===== config.mk =====
export PLATFORM = sky130hd
export DESIGN_NAME = alu
export DESIGN_NICKNAME = d
export VERILOG_FILES = /design/src/rtl/alu_pkg.sv /design/src/rtl/alu_comb.sv /design/src/rtl/alu.sv
export SDC_FILE = /design/constraint.sdc
export NUM_CORES = 1
export LEC_CHECK = 0
export ABC_AREA = 1
export ABC_CLOCK_PERIOD_IN_PS = 24900
export CORE_ASPECT_RATIO = 0.75
export CORE_UTILIZATION = 47
export DETAILED_ROUTE_END_ITERATION = 8
export PLACE_DENSITY = 0.75
export SLEW_MARGIN = 40
export SYNTH_ARGS = -nofsm -noshare
export SYNTH_HDL_FRONTEND = slang
export SYNTH_SLANG_ARGS = --single-unit

===== constraint.sdc =====
create_clock -name clk -period 24.9 [get_ports clk]
set_clock_uncertainty 0.15 [all_clocks]
set_input_delay 2.49 -clock clk [delete_from_list [all_inputs] [get_ports clk]]
set_output_delay 2.49 -clock clk [all_outputs]
set_load 0.02 [all_outputs]

===== src/rtl/alu_pkg.sv =====
// Shared definitions for the byte ALU: opcode encoding and width constants.
// Ports: none (package only).
package alu_pkg;

    localparam int ALU_W = 8;
    localparam int RES_W = 16;

    typedef enum logic [3:0] {
        OP_ADD  = 4'd0,
        OP_SUB  = 4'd1,
        OP_MUL  = 4'd2,
        OP_DIV  = 4'd3,
        OP_AND  = 4'd4,
        OP_OR   = 4'd5,
        OP_XOR  = 4'd6,
        OP_NAND = 4'd7,
        OP_NOR  = 4'd8,
        OP_XNOR = 4'd9,
        OP_NOT  = 4'd10,
        OP_SHL  = 4'd11,
        OP_SHR  = 4'd12,
        OP_ROL  = 4'd13,
        OP_ROR  = 4'd14,
        OP_CMP  = 4'd15
    } alu_op_e;

endpackage


===== src/rtl/alu_comb.sv =====
// Purely combinational result function of the byte ALU.
// Ports:
//   a, b  in  8  : unsigned operands
//   oper  in  4  : opcode (alu_op_e encoding)
//   res   out 16 : full 16-bit result, {high byte, low byte}
module alu_comb
    import alu_pkg::*;
(
    input  logic [ALU_W-1:0] a,
    input  logic [ALU_W-1:0] b,
    input  logic [3:0]       oper,
    output logic [RES_W-1:0] res
);

    logic [ALU_W-1:0] w_quot;
    logic [ALU_W-1:0] w_rem;
    logic [ALU_W-1:0] w_cmp;

    // Divide by zero returns an all-ones quotient and passes a through as
    // the remainder, so the divider never sees a zero divisor.
    always_comb begin
        w_quot = 8'hFF;
        w_rem  = a;
        if (b != 8'h00) begin
            w_quot = a / b;
            w_rem  = a % b;
        end
    end

    assign w_cmp = {5'b00000, (a > b), (a == b), (a < b)};

    always_comb begin
        res = '0;
        case (alu_op_e'(oper))
            OP_ADD:  res = {8'h00, a} + {8'h00, b};
            // Zero-extended 16-bit subtract: a < b borrows into msb = FF.
            OP_SUB:  res = {8'h00, a} - {8'h00, b};
            OP_MUL:  res = {8'h00, a} * {8'h00, b};
            OP_DIV:  res = {w_rem, w_quot};
            OP_AND:  res = {8'h00, a & b};
            OP_OR:   res = {8'h00, a | b};
            OP_XOR:  res = {8'h00, a ^ b};
            OP_NAND: res = {8'h00, ~(a & b)};
            OP_NOR:  res = {8'h00, ~(a | b)};
            OP_XNOR: res = {8'h00, ~(a ^ b)};
            OP_NOT:  res = {8'h00, ~a};
            // a[7] shifts out into bit 8 of the result.
            OP_SHL:  res = {7'h00, a, 1'b0};
            OP_SHR:  res = {8'h00, 1'b0, a[7:1]};
            OP_ROL:  res = {8'h00, a[6:0], a[7]};
            OP_ROR:  res = {8'h00, a[0], a[7:1]};
            OP_CMP:  res = {8'h00, w_cmp};
            default: res = '0;
        endcase
    end

endmodule


===== src/rtl/alu.sv =====
// Registered 8-bit ALU with a 16-bit result split into msb/lsb bytes.
// Operands and opcode are sampled every rising edge; result appears one
// cycle later. Synchronous active-high reset clears both output bytes.
// Ports:
//   clk   in  1 : rising-edge clock
//   rst   in  1 : synchronous active-high reset
//   a, b  in  8 : unsigned operands
//   oper  in  4 : opcode (alu_op_e encoding)
//   msb   out 8 : registered result bits [15:8]
//   lsb   out 8 : registered result bits [7:0]
module alu
    import alu_pkg::*;
(
    input  logic             clk,
    input  logic             rst,
    input  logic [ALU_W-1:0] a,
    input  logic [ALU_W-1:0] b,
    input  logic [3:0]       oper,
    output logic [ALU_W-1:0] msb,
    output logic [ALU_W-1:0] lsb
);

    logic [RES_W-1:0] w_res;
    logic [ALU_W-1:0] r_msb;
    logic [ALU_W-1:0] r_lsb;

    alu_comb u_comb (
        .a    (a),
        .b    (b),
        .oper (oper),
        .res  (w_res)
    );

    always_ff @(posedge clk) begin
        if (rst) begin
            r_msb <= 8'h00;
            r_lsb <= 8'h00;
        end else begin
            r_msb <= w_res[15:8];
            r_lsb <= w_res[7:0];
        end
    end

    assign msb = r_msb;
    assign lsb = r_lsb;

endmodule


=== Word level (Yosys, flattened, before mapping) ===
Index checks and enable logic that the tools add are counted.

* Flip-flop bits (word level): 16
* Latch bits: 0
* RAM bits: 0
* ROM bits: 0
* Input bits: 22
* Output and inout bits: 16
* Word-level logic and storage cells: 37
* Memories: 0

* $add $sub $neg: 2
* Multiply operators: 1
* Div/mod/pow operators: 2
* $lt $le $gt $ge: 2
* Eq/ne operators: 16
* Shift-type cells: 0
* Muxes and demuxes: 3
* Bitwise gates (word level): 7
* Reductions and logical operators: 2

{| class="wikitable"
|+ Operators with widths
! cell !! count
|-
| case mux 16 bit (16 select lines) || 1
|-
| equality test 4 bit, second input constant || 8
|-
| inverter 8 bit || 4
|-
| equality test 4 x 3 -> 1 bit, second input constant || 4
|-
| multiplier 8 x 8 -> 16 bit || 1
|-
| two-way mux 8 bit || 2
|-
| adder 8 x 8 -> 9 bit || 1
|-
| subtractor 8 x 8 -> 9 bit || 1
|-
| bitwise AND 8 bit || 1
|-
| divider 8 x 8 -> 8 bit || 1
|-
| equality test 4 x 2 -> 1 bit, second input constant || 2
|-
| equality test 8 bit || 1
|-
| > comparator 8 bit || 1
|-
| < comparator 8 bit || 1
|-
| modulo 8 x 8 -> 8 bit || 1
|-
| bitwise OR 8 bit || 1
|-
| nonzero test 8 bit || 1
|-
| bitwise XOR 8 bit || 1
|-
| equality test 4 x 1 -> 1 bit, second input constant || 1
|-
| logical NOT 4 bit || 1
|}

=== Depth between registers and ports, before layout ===
Gate-level depths: netlist of the first run.

* Word-level depth: 3
* Depth in mapped cells: 71
* Depth with buffers taken out: 71

=== By module ===
From an unflattened synthesis of the first run, not the netlist that was laid out.

* Cells, all modules: 989
* Area total of the unflattened synthesis: 6324.8 um2

{| class="wikitable"
|+ Modules (own cells, without submodules)
! module !! times used !! cells each !! area an instance (um2) !! seq. area each (um2)
|-
| alu_comb || 1 || 939 || 5850.6 || 0.0
|-
| alu || 1 || 50 || 474.2 || 320.3
|}

=== Worst setup path before layout of the first run ===
No wires, ideal clock.

* Kind: in2reg
* From: in b[1]
* To: reg r_msb[1], in the netlist msb[1]
* Library setup time: 0.131 ns
* Arrival: 10.769 ns
* Required time: 24.619 ns
* Slack: 13.850 ns
* Stages: 60
* Buffers on the path: 1
* Cells stage by stage: buf_4 > inv_1 > o21ai_0 > o21bai_1 > nand2_1 > ha_1 > o21ai_0 > nand2_1 > nand2_1 > nand2_1 > nand2_1 > ha_1 > nand2_1 > nand3b_1 > nand2_1 > nand2_1 > nand2_2 > inv_1 > (+24 left out) > xor2_1 > nand2_1 > and2_1 > ha_1 > inv_1 > nor4_2 > nand2_1 > nand3_2 > o21ai_0 > fa_1 > a21oi_1 > o21bai_1 > nand2_1 > o2111ai_1 > nor2_1 > inv_1 > o221ai_1 > a31oi_1

* Longest elaborated chain between the ends: 3
* Elaborated cells between the ends (all ways): 6
* Classes of those cells: add/sub: 1; mul: 1; div: 1; mux: 2; reduce/logical: 1

{| class="wikitable"
|+ RTL lines
! item !! line !! source
|-
| start, declared || alu.sv:17 || <nowiki>input logic [ALU_W-1:0] b,</nowiki>
|-
| modulo 8 x 8 -> 8 bit / nonzero test 8 bit (equally long branches) || alu_comb.sv:26, alu_comb.sv:24 ||
|-
| two-way mux 8 bit || alu_comb.sv:24 || <nowiki>if (b != 8'h00) begin</nowiki>
|-
| case mux 16 bit (16 select lines) (*) || alu_comb.sv:34 || <nowiki>case (alu_op_e'(oper))</nowiki>
|-
| end signal, assigned || alu.sv:39 || <nowiki>r_msb <= w_res[15:8];</nowiki>
|-
| end, declared || alu.sv:24 || <nowiki>logic [ALU_W-1:0] r_msb;</nowiki>
|}

Mark *: on every way between the ends. The rest lies on a longest branch, timed or not.
A chain may end at the register's enable or synchronous reset.

=== Final worst setup path of the first run ===
* From: in b[0]
* To: reg r_msb[2], in the netlist msb[2]

Same word-level chain as after synthesis.

==> metrics.cfg, run 1 <==
[synth]
yosys-top-cells-area=ha_1 20%, nand2_1 14%, fa_1 13%
avgSynthCellArea_um2=6.47
synth_top_area_cell=ha_1
ys_seq_elements=16
synth_async_sr_flop_share_pct=0
syn-cell-area_mm2=0.00611
synth-edff-count=0
syn_inst=944
yosysMostFrequentCell=nand2_1
yosysWarnings=0
synth_cell_type_count=50
syn_nets=1104
yosys-top-cells-count=225 x nand2_1, 184 x inv_1, 99 x ha_1, 58 x a21oi_1, 55 x nor2_1
ys.flop_type=dfxtp_1
synth.top_cell.area_share_pct=20.3
seq_area_frac_synth_pct=5.24

[timing]
setup_viol=0
final_min_period_over_clock_period_pct=53.9
hold_violations=0
worst_pin_slew_ps=920
worst_slew_margin_rel_pct=38.5
rsz0062_at_grt=no
finalSetupTns_ps=0
fmax_mhz=74.4
finalMaxSlewViolations=0
period_minus_slack_ps=13430

[clock_network]
post-cts-setup-buffers=0
cts_buffers=3
numClockSinks=16
postCtsHoldBufs=0
cts_htree_levels=1
ctsRootBufferMaster=clkbuf_16
cts_max_path_buffers=2
cts-resized-gates=0
path_clk_slew_ps=50
cts_tree=yes

[grt]
track_usage_pct=30.7
gr-total-overflow=0
grt_max_degree=17
first_global_vias=5948
antenna_found_initial=0
grt_pass1_wl_um=32000

[layout]
drive_above_1_share_pct=4.67
num_antenna_cells=0
n_fill_cell=1286
multi_input_area_mm2=0.00496
syn_to_final_growth_pct=9.19
stdcell_count=1130
layout.nets=1125
seq_area_um2=320

[placement]
dp_hpwl_um=15500
dp_cells=1126
port_buffers=37
gp_congestion=0.988

[die]
rows=35
io_pins=38
die_w_um=134
fp.dieH_um=101
core_area_mm2=0.0125
start_util_pct=49.0
die_area_mm2=0.0135

[power]
irDropWorstVdd_mv=0.0386
netSwitchingFraction_pct=54.6
switching_power_mw=0.175
power.density_mw_per_mm2=47.9
pwr-share-seq_pct=9.1
p_leak_nw=3.70
internal_power_mw=0.145
comb_power_share_pct=78.9
pwr-share-clk_pct=11.9

[setup_path]
arrival_ps=13390
critPathMaxFanout=12
worst_path_most_repeated_cell=nand2_1
crit_required_ps=24860
crit_start=b[0]
cp-start-kind=primary input
critPathKind=primary input to flop
end_kind=flop
slowest_delay_ps=860
slowest_stage=clkdlybuf4s50_1

[flow_run]
max_cap_violations=0

[route]
via_count=6460
ant_nets=0
vias_per_cell=5.72
dr.first_iter.drc_count=794
drc=0
avgRoutedWirePerCell_um=17.4
firstDrtPassIters=7
wl_um=19700

[min_path]
hold_depth=4
hp-class=primary input to flop
hold_start=oper[1]
min_to=lsb[0]$_SDFF_PP0_

[status]
outcome=completed

sequential cells by signal, summed over array words and instances, names as in the netlist:
register  cells
lsb           8
msb           8
area by class of cell:
class | instances | share of cell area, %
multi-input combinational | 713 | 74.3
inverter | 192 | 10.8
timing repair buffer | 39 | 5.70
sequential | 16 | 4.80
tap | 166 | 3.11
clock buffer | 4 | 1.33
kinds of logic (layout without fill, tap and decap cells):
family | Yosys count | after routing | synth area share [%]
DFF | 16 | 16 | 5.24
xor gates and xnor gates | 27 | 27 | 3.87
AOI/OAI and AO/OA | 165 | 165 | 16.3
and+or+nand+nor | 383 | 383 | 27.8
buffers and inverters | 215 | 235 | 13.8
adders and majority gates | 138 | 138 | 33.0
layer usage:
layer	global-route usage [%]	share of wire, %
met1	45.9	46
met5	0	0
met3	7.09	13
met2	44.2	38
met4	6.12	2.8
power groups by stage:
stage	Sequential, mW	Combinational (mW)	Clock (mW)
detailed placement	0.0296	0.245	0
finish	0.0292	0.252	0.0381
CTS	0.0292	0.247	0.0378
floorplan	0.0327	0.181	0
global route	0.0294	0.286	0.0396
global placement	0.0296	0.243	0
how the worst max path moves through the flow:
stage,slack (ps),end,cells after the start
2_1_floorplan,13850,msb[1]$_SDFF_PP0_,60
3_3_place_gp,11760,msb[1]$_SDFF_PP0_,63
3_5_place_dp,11440,msb[1]$_SDFF_PP0_,63
4_1_cts,11690,msb[1]$_SDFF_PP0_,63
5_1_grt,10420,msb[1]$_SDFF_PP0_,63
6_report,11470,msb[2]$_SDFF_PP0_,63
cells in the final DEF, fill, tap and decap left out, types with 6 or more instances in the layout:
cell type / synthesis / layout
o2111ai_1: 9 / 9
o21ai_0: 43 / 43
and2_1: 6 / 6
nand3_1: 50 / 50
xor2_1: 21 / 21
dfxtp_1: 16 / 16
nand3_2: 6 / 6
nand4_1: 6 / 6
ha_1: 99 / 99
nand2_1: 225 / 225
a21oi_1: 58 / 58
inv_2: 6 / 6
inv_1: 184 / 184
xnor2_1: 6 / 6
o22ai_1: 10 / 10
o21ai_1: 6 / 6
nor4_1: 7 / 7
fa_1: 39 / 39
clkdlybuf4s50_1: 0 / 36
nor2_1: 55 / 53
a221oi_1: 7 / 7
critical path, delay by kind of cell:
family / cells / cell delay, ps
buf+inv: 9 / 1880
simple gates: 30 / 3260
xor+xnor: 1 / 140
compound gates: 15 / 2820
fa+ha+maj: 8 / 2740
per-stage QoR:
step	worst slack [ps]	power, mW	hold WS (ps)	utilization, %	instance area [um2]
after global routing	10420	0.355	2900	53.5	6670
after global placement	11760	0.273	3110	52.8	6590
after floorplan	13850	0.213	2540	-	6110
final	11470	0.320	2860	53.5	6670
after CTS	11690	0.314	2860	53.5	6670
after detailed placement	11440	0.274	3120	52.7	6580
(Power assumes the default switching activity.)
==> inputs of run 2 (changes only) <==
ABC_CLOCK_PERIOD_IN_PS = 12800   (was 24900)
clock period = 12.8 ns   (was 24.9 ns; I/O delays follow)
==> run 2 against run 1 <==
Against the previous run: flip-flop and latch count did not move; sequential share of layout area barely moved; design area rose by 0.69%; count of clock-buffer cells in the layout did not move; non-clock buffer count rose by 6; total power rose by 96%; largest cell class unchanged.
==> metrics.cfg, run 2 (synthesis results as in run 1) <==
[setup_path]
critPathMaxFanout=12  ; unchanged
worst_path_most_repeated_cell=nand2_1  ; unchanged
slowest_stage=fa_1  ; was clkdlybuf4s50_1
crit_required_ps=12770  ; was 24,860 ps
slowest_delay_ps=480  ; was 860 ps
cp-start-kind=primary input  ; unchanged
arrival_ps=11620  ; was 13,390 ps
end_kind=flop  ; unchanged
critPathKind=primary input to flop  ; unchanged

[power]
irDropWorstVdd_mv=0.0607  ; was 0.0386 mV
internal_power_mw=0.283  ; was 0.145 mW
comb_power_share_pct=78.7  ; was 78.9%
power.density_mw_per_mm2=93.0  ; was 47.9 mW/mm2
pwr-share-clk_pct=12.2  ; was 11.9%
netSwitchingFraction_pct=54.7  ; was 54.6%
switching_power_mw=0.342  ; was 0.175 mW
pwr-share-seq_pct=9.1  ; about the same
p_leak_nw=3.73  ; was 3.70 nW

[timing]
finalWorstSetupSlack_ps=1150  ; was 11,470 ps
rsz0062_at_grt=no  ; unchanged
final_min_period_over_clock_period_pct=91.0
period_minus_slack_ps=11650
hold_violations=0  ; unchanged
finalMaxSlewViolations=0  ; unchanged
setup_viol=0  ; unchanged
finalSetupTns_ps=0  ; unchanged
worst_slew_margin_rel_pct=36.2  ; was 38.5%
fmax_mhz=85.8
worst_pin_slew_ps=954  ; was 920 ps

[die]
fp.dieH_um=101  ; unchanged
die_area_mm2=0.0135  ; unchanged
core_area_mm2=0.0125  ; unchanged
io_pins=38  ; unchanged
die_w_um=134  ; unchanged
rows=35  ; unchanged
start_util_pct=49.0  ; unchanged

[placement]
dp_cells=1129  ; was 1,126
placed_area_mm2=0.00661  ; was 0.00658 mm2
dp_hpwl_um=15400  ; was 15,500 um
port_buffers=37  ; unchanged
gp_congestion=1.04  ; was 0.988
dpl_worst_slack_ps=836  ; was 11,440 ps

[route]
dr.first_iter.drc_count=721  ; was 794
avgRoutedWirePerCell_um=17.2  ; was 17.4 um
vias_per_cell=5.63  ; was 5.72
drc=0  ; unchanged
ant_nets=0  ; unchanged
via_count=6397  ; was 6,460
wl_um=19500  ; was 19,700 um
firstDrtPassIters=5  ; was 7

[layout]
layout.nets=1131  ; was 1,125
layout_common_cells=225 x nand2_1, 183 x inv_1, 99 x ha_1, 58 x a21oi_1, 54 x nor2_1  ; was 225 x nand2_1, 184 x inv_1, 99 x ha_1, 58 x a21oi_1, 53 x nor2_1
n_fill_cell=1276  ; was 1,286
final_common_cell=nand2_1  ; unchanged
num_antenna_cells=0  ; unchanged
drive_above_1_share_pct=5.26  ; was 4.67%
syn_to_final_growth_pct=9.95  ; was 9.19%
finish.utilization_pct=53.8  ; was 53.5%
stdcell_count=1136  ; was 1,130
fin_area_mm2=0.00672  ; was 0.00667 mm2

[grt]
antenna_found_initial=1  ; was 0
first_global_vias=6028  ; was 5,948
grt_max_degree=17  ; unchanged
grt_pass1_wl_um=31700  ; was 32,000 um
gr-total-overflow=0  ; unchanged
track_usage_pct=30.4  ; was 30.7%

[clock_network]
ctsRootBufferMaster=clkbuf_16  ; unchanged
path_clk_slew_ps=50  ; about the same
numClockSinks=16  ; unchanged
cts_buffers=3  ; unchanged
cts_htree_levels=1  ; unchanged
cts_max_path_buffers=2  ; unchanged
cts_tree=yes  ; unchanged
postCtsHoldBufs=0  ; unchanged

[status]
outcome=completed  ; unchanged

[min_path]
hp-class=primary input to flop  ; unchanged

[flow_run]
max_cap_violations=0  ; unchanged

[run 2: cell types whose count changed in the layout (fill, tap and decap cells not counted)]
cell and change:
nor2_2 -1, inv_1 -1, nor2_1 +1, o21ai_1 +1, buf_4 +6, o21ai_0 -1
clkinvlp_4 +1
[run 2: power by group through the flow]
stage / clock (mW) / combinational (mW) / sequential [mW]
2_1_floorplan: 0 / 0.351 / 0.0636
3_3_place_gp: 0 / 0.475 / 0.0577
3_5_place_dp: 0 / 0.478 / 0.0577
4_1_cts: 0.0748 / 0.481 / 0.0567
5_1_grt: 0.0774 / 0.561 / 0.0569
6_report: 0.0763 / 0.492 / 0.0566
[run 2: worst paths after layout]
kind / endpoint / cells past startpoint / from
worst max-delay path: lsb[0]$_SDFF_PP0_ / 64 / b[0]
worst min-delay path: lsb[0]$_SDFF_PP0_ / 4 / oper[1]
[run 2: worst max-delay path: cells and delay by family]
family / cells / cell delay (ps)
xor gates and xnor gates: 1 / 140
AOI/OAI and AO/OA: 14 / 2410
and+or+nand+nor: 32 / 3580
buffers and inverters: 9 / 1450
adders and majority gates: 8 / 2750
[run 2: through the flow]
| step | hold slack [ps] | total power [mW] |
|---|---|---|
| floorplan | 1330 | 0.415 |
| global placement | 1930 | 0.533 |
| detailed placement | 1920 | 0.535 |
| CTS | 1660 | 0.613 |
| global route | 1710 | 0.695 |
| finish | 1660 | 0.625 |
[run 2: area by class of cell]
| type | count | area, um2 | area share, % |
|---|---|---|---|
| inverters | 192 | 724 | 10.8 |
| well taps | 166 | 208 | 3.09 |
| flip-flops and latches | 16 | 320 | 4.77 |
| clock buffers | 4 | 88.8 | 1.32 |
| multi-input cells | 713 | 4950 | 73.7 |
| repair buffers | 45 | 425 | 6.33 |
[run 2: timing repair]
action | 4_1_cts | 5_1_grt
resized for setup | 0 | 3
setup buffers | 0 | 3
endpoints found under the setup margin | 0 | 8
[run 2: metal layers]
layer / wire, um / up-vias / share of wire [%] / GRT usage (%)
li1: - / 3113 / - / -
met1: 8860 / 2899 / 45 / 43.4
met2: 7720 / 341 / 40 / 44.8
met3: 2440 / 44 / 13 / 8.45
met4: 484 / 0 / 2.5 / 7.08
met5: 0 / - / 0 / 0
==> inputs of run 3 (changes only) <==
SLEW_MARGIN = 10   (was 40)
==> run 3 against run 2 <==
Against the previous run: count of clock-buffer cells in the layout is the same; combinational power is essentially flat; die area stayed put; clock power barely moved; sequential power about the same; wire length about the same; critical path type unchanged; critical endpoint unchanged.
==> metrics.cfg, run 3 (synthesis results as in run 1) <==
[status]
outcome=completed  ; unchanged

[setup_path]
slowest_stage=fa_1  ; unchanged
worst-path-buf-inv=9  ; unchanged
end_kind=flop  ; unchanged
worst_path_most_repeated_cell=nand2_1  ; unchanged
worst-path-stages=64  ; unchanged
arrival_ps=11630  ; was 11,620 ps
critPathKind=primary input to flop  ; unchanged
critPathMaxFanout=12  ; unchanged
crit_family=simple AND/OR/NAND/NOR gates  ; unchanged
crit_required_ps=12770  ; about the same
slowest_delay_ps=480  ; about the same
cp-start-kind=primary input  ; unchanged

[timing]
holdWs_ps=1660  ; about the same
final_min_period_over_clock_period_pct=91.1  ; was 91.0%
finalSetupTns_ps=0  ; unchanged
worst_pin_slew_ps=950  ; was 954 ps
worst_slew_margin_rel_pct=36.5  ; was 36.2%
finalMaxSlewViolations=0  ; unchanged
period_minus_slack_ps=11660  ; was 11,650 ps
finalWorstSetupSlack_ps=1140  ; was 1150 ps
setup_viol=0  ; unchanged
rsz0062_at_grt=no  ; unchanged
hold_violations=0  ; unchanged
fmax_mhz=85.7  ; was 85.8 MHz

[layout]
layout_common_cells=225 x nand2_1, 183 x inv_1, 99 x ha_1, 58 x a21oi_1, 54 x nor2_1  ; unchanged
finish.utilization_pct=53.9  ; was 53.8%
layout.nets=1131  ; unchanged
drive_above_1_share_pct=5.15  ; was 5.26%
n_fill_cell=1275  ; was 1,276
num_antenna_cells=0  ; unchanged
multi_input_area_mm2=0.00495  ; unchanged
syn_to_final_growth_pct=10.0  ; was 9.95%
final_common_cell=nand2_1  ; unchanged
seq_area_um2=320  ; unchanged

[route]
ant_nets=0  ; unchanged
wl_um=19500  ; about the same
drc=0  ; unchanged
dr.first_iter.drc_count=721  ; unchanged
avgRoutedWirePerCell_um=17.2  ; about the same
firstDrtPassIters=7  ; was 5
vias_per_cell=5.64  ; was 5.63
via_count=6412  ; was 6,397

[die]
fp.dieH_um=101  ; unchanged
core_area_mm2=0.0125  ; unchanged
die_area_mm2=0.0135  ; unchanged
die_w_um=134  ; unchanged
io_pins=38  ; unchanged
start_util_pct=49.0  ; unchanged
rows=35  ; unchanged

[power]
irDropWorstVdd_mv=0.0606  ; was 0.0607 mV
p_leak_nw=3.73  ; about the same
power.density_mw_per_mm2=93.0  ; about the same

[placement]
gp_congestion=1.04  ; unchanged
dpl_worst_slack_ps=836  ; unchanged
dp_hpwl_um=15400  ; unchanged
port_buffers=37  ; unchanged

[min_path]
hp-class=primary input to flop  ; unchanged
hold_depth=4  ; unchanged

[clock_network]
ctsRootBufferMaster=clkbuf_16  ; unchanged
postCtsHoldBufs=0  ; unchanged
numClockSinks=16  ; unchanged
cts_max_path_buffers=2  ; unchanged
cts_htree_levels=1  ; unchanged
cts_buffers=3  ; unchanged
cts_tree=yes  ; unchanged
path_clk_slew_ps=50  ; about the same

[grt]
track_usage_pct=30.4  ; unchanged
grt_pass1_wl_um=31700  ; unchanged
antenna_found_initial=1  ; unchanged
gr-total-overflow=0  ; unchanged
first_global_vias=6028  ; unchanged
grt_max_degree=17  ; unchanged

[flow_run]
max_cap_violations=0  ; unchanged

-- run 3: cell count changes in the layout (fill, tap and decap cells not counted) --
cell,previous run,this run
clkdlybuf4s50_1,36,37
buf_2,1,0
-- run 3: cell type report --
class / instances / area share [%]
inverters: 192 / 10.8
multi-input cells: 713 / 73.7
repair buffers: 45 / 6.40
flip-flops and latches: 16 / 4.76
well taps: 166 / 3.09
clock buffers: 4 / 1.32
-- run 3: repair_timing --
| item | 4_1_cts | 5_1_grt |
|---|---|---|
| resized for setup | 0 | 3 |
| buffers inserted | 0 | 3 |
| setup endpoints to repair | 0 | 8 |
-- run 3: per-layer routing --
layer  share of wire, %  wire length, um  global-route usage [%]
met5                  0                0                       0
met4                2.7              532                    7.08
met3                 13             2460                    8.45
met2                 39             7680                    44.8
met1                 45             8830                    43.4
-- run 3: path summary, 6_finish.rpt --
path                    start                 to  slack [ps]
worst max-delay path     b[0]  lsb[0]$_SDFF_PP0_        1140
worst min-delay path  oper[1]  lsb[0]$_SDFF_PP0_        1660
-- run 3: power breakdown --
group          total [mW]  internal, mW  switching [mW]
Combinational       0.492         0.180           0.312
Clock              0.0761        0.0479          0.0283
Sequential         0.0567        0.0548         0.00185
Total               0.625         0.283           0.342
-- run 3: metrics by stage --
| step | power, mW | cell area, um2 | cells |
|---|---|---|---|
| 2_1_floorplan | 0.415 | 6110 | 944 |
| 4_1_cts | 0.613 | 6700 | 1133 |
| 5_1_grt | 0.696 | 6730 | 1136 |
| 3_5_place_dp | 0.535 | 6610 | 1129 |
| 3_3_place_gp | 0.533 | 6610 | 1129 |
| 6_report | 0.625 | 6730 | 1136 |
-- run 3: tightest hold or removal path: cells and delay by family --
| kind | cells | cell delay [ps] |
|---|---|---|
| AOI/OAI and AO/OA | 1 | 70 |
| and+or+nand+nor | 1 | 90 |
| buffers and inverters | 2 | 590 |
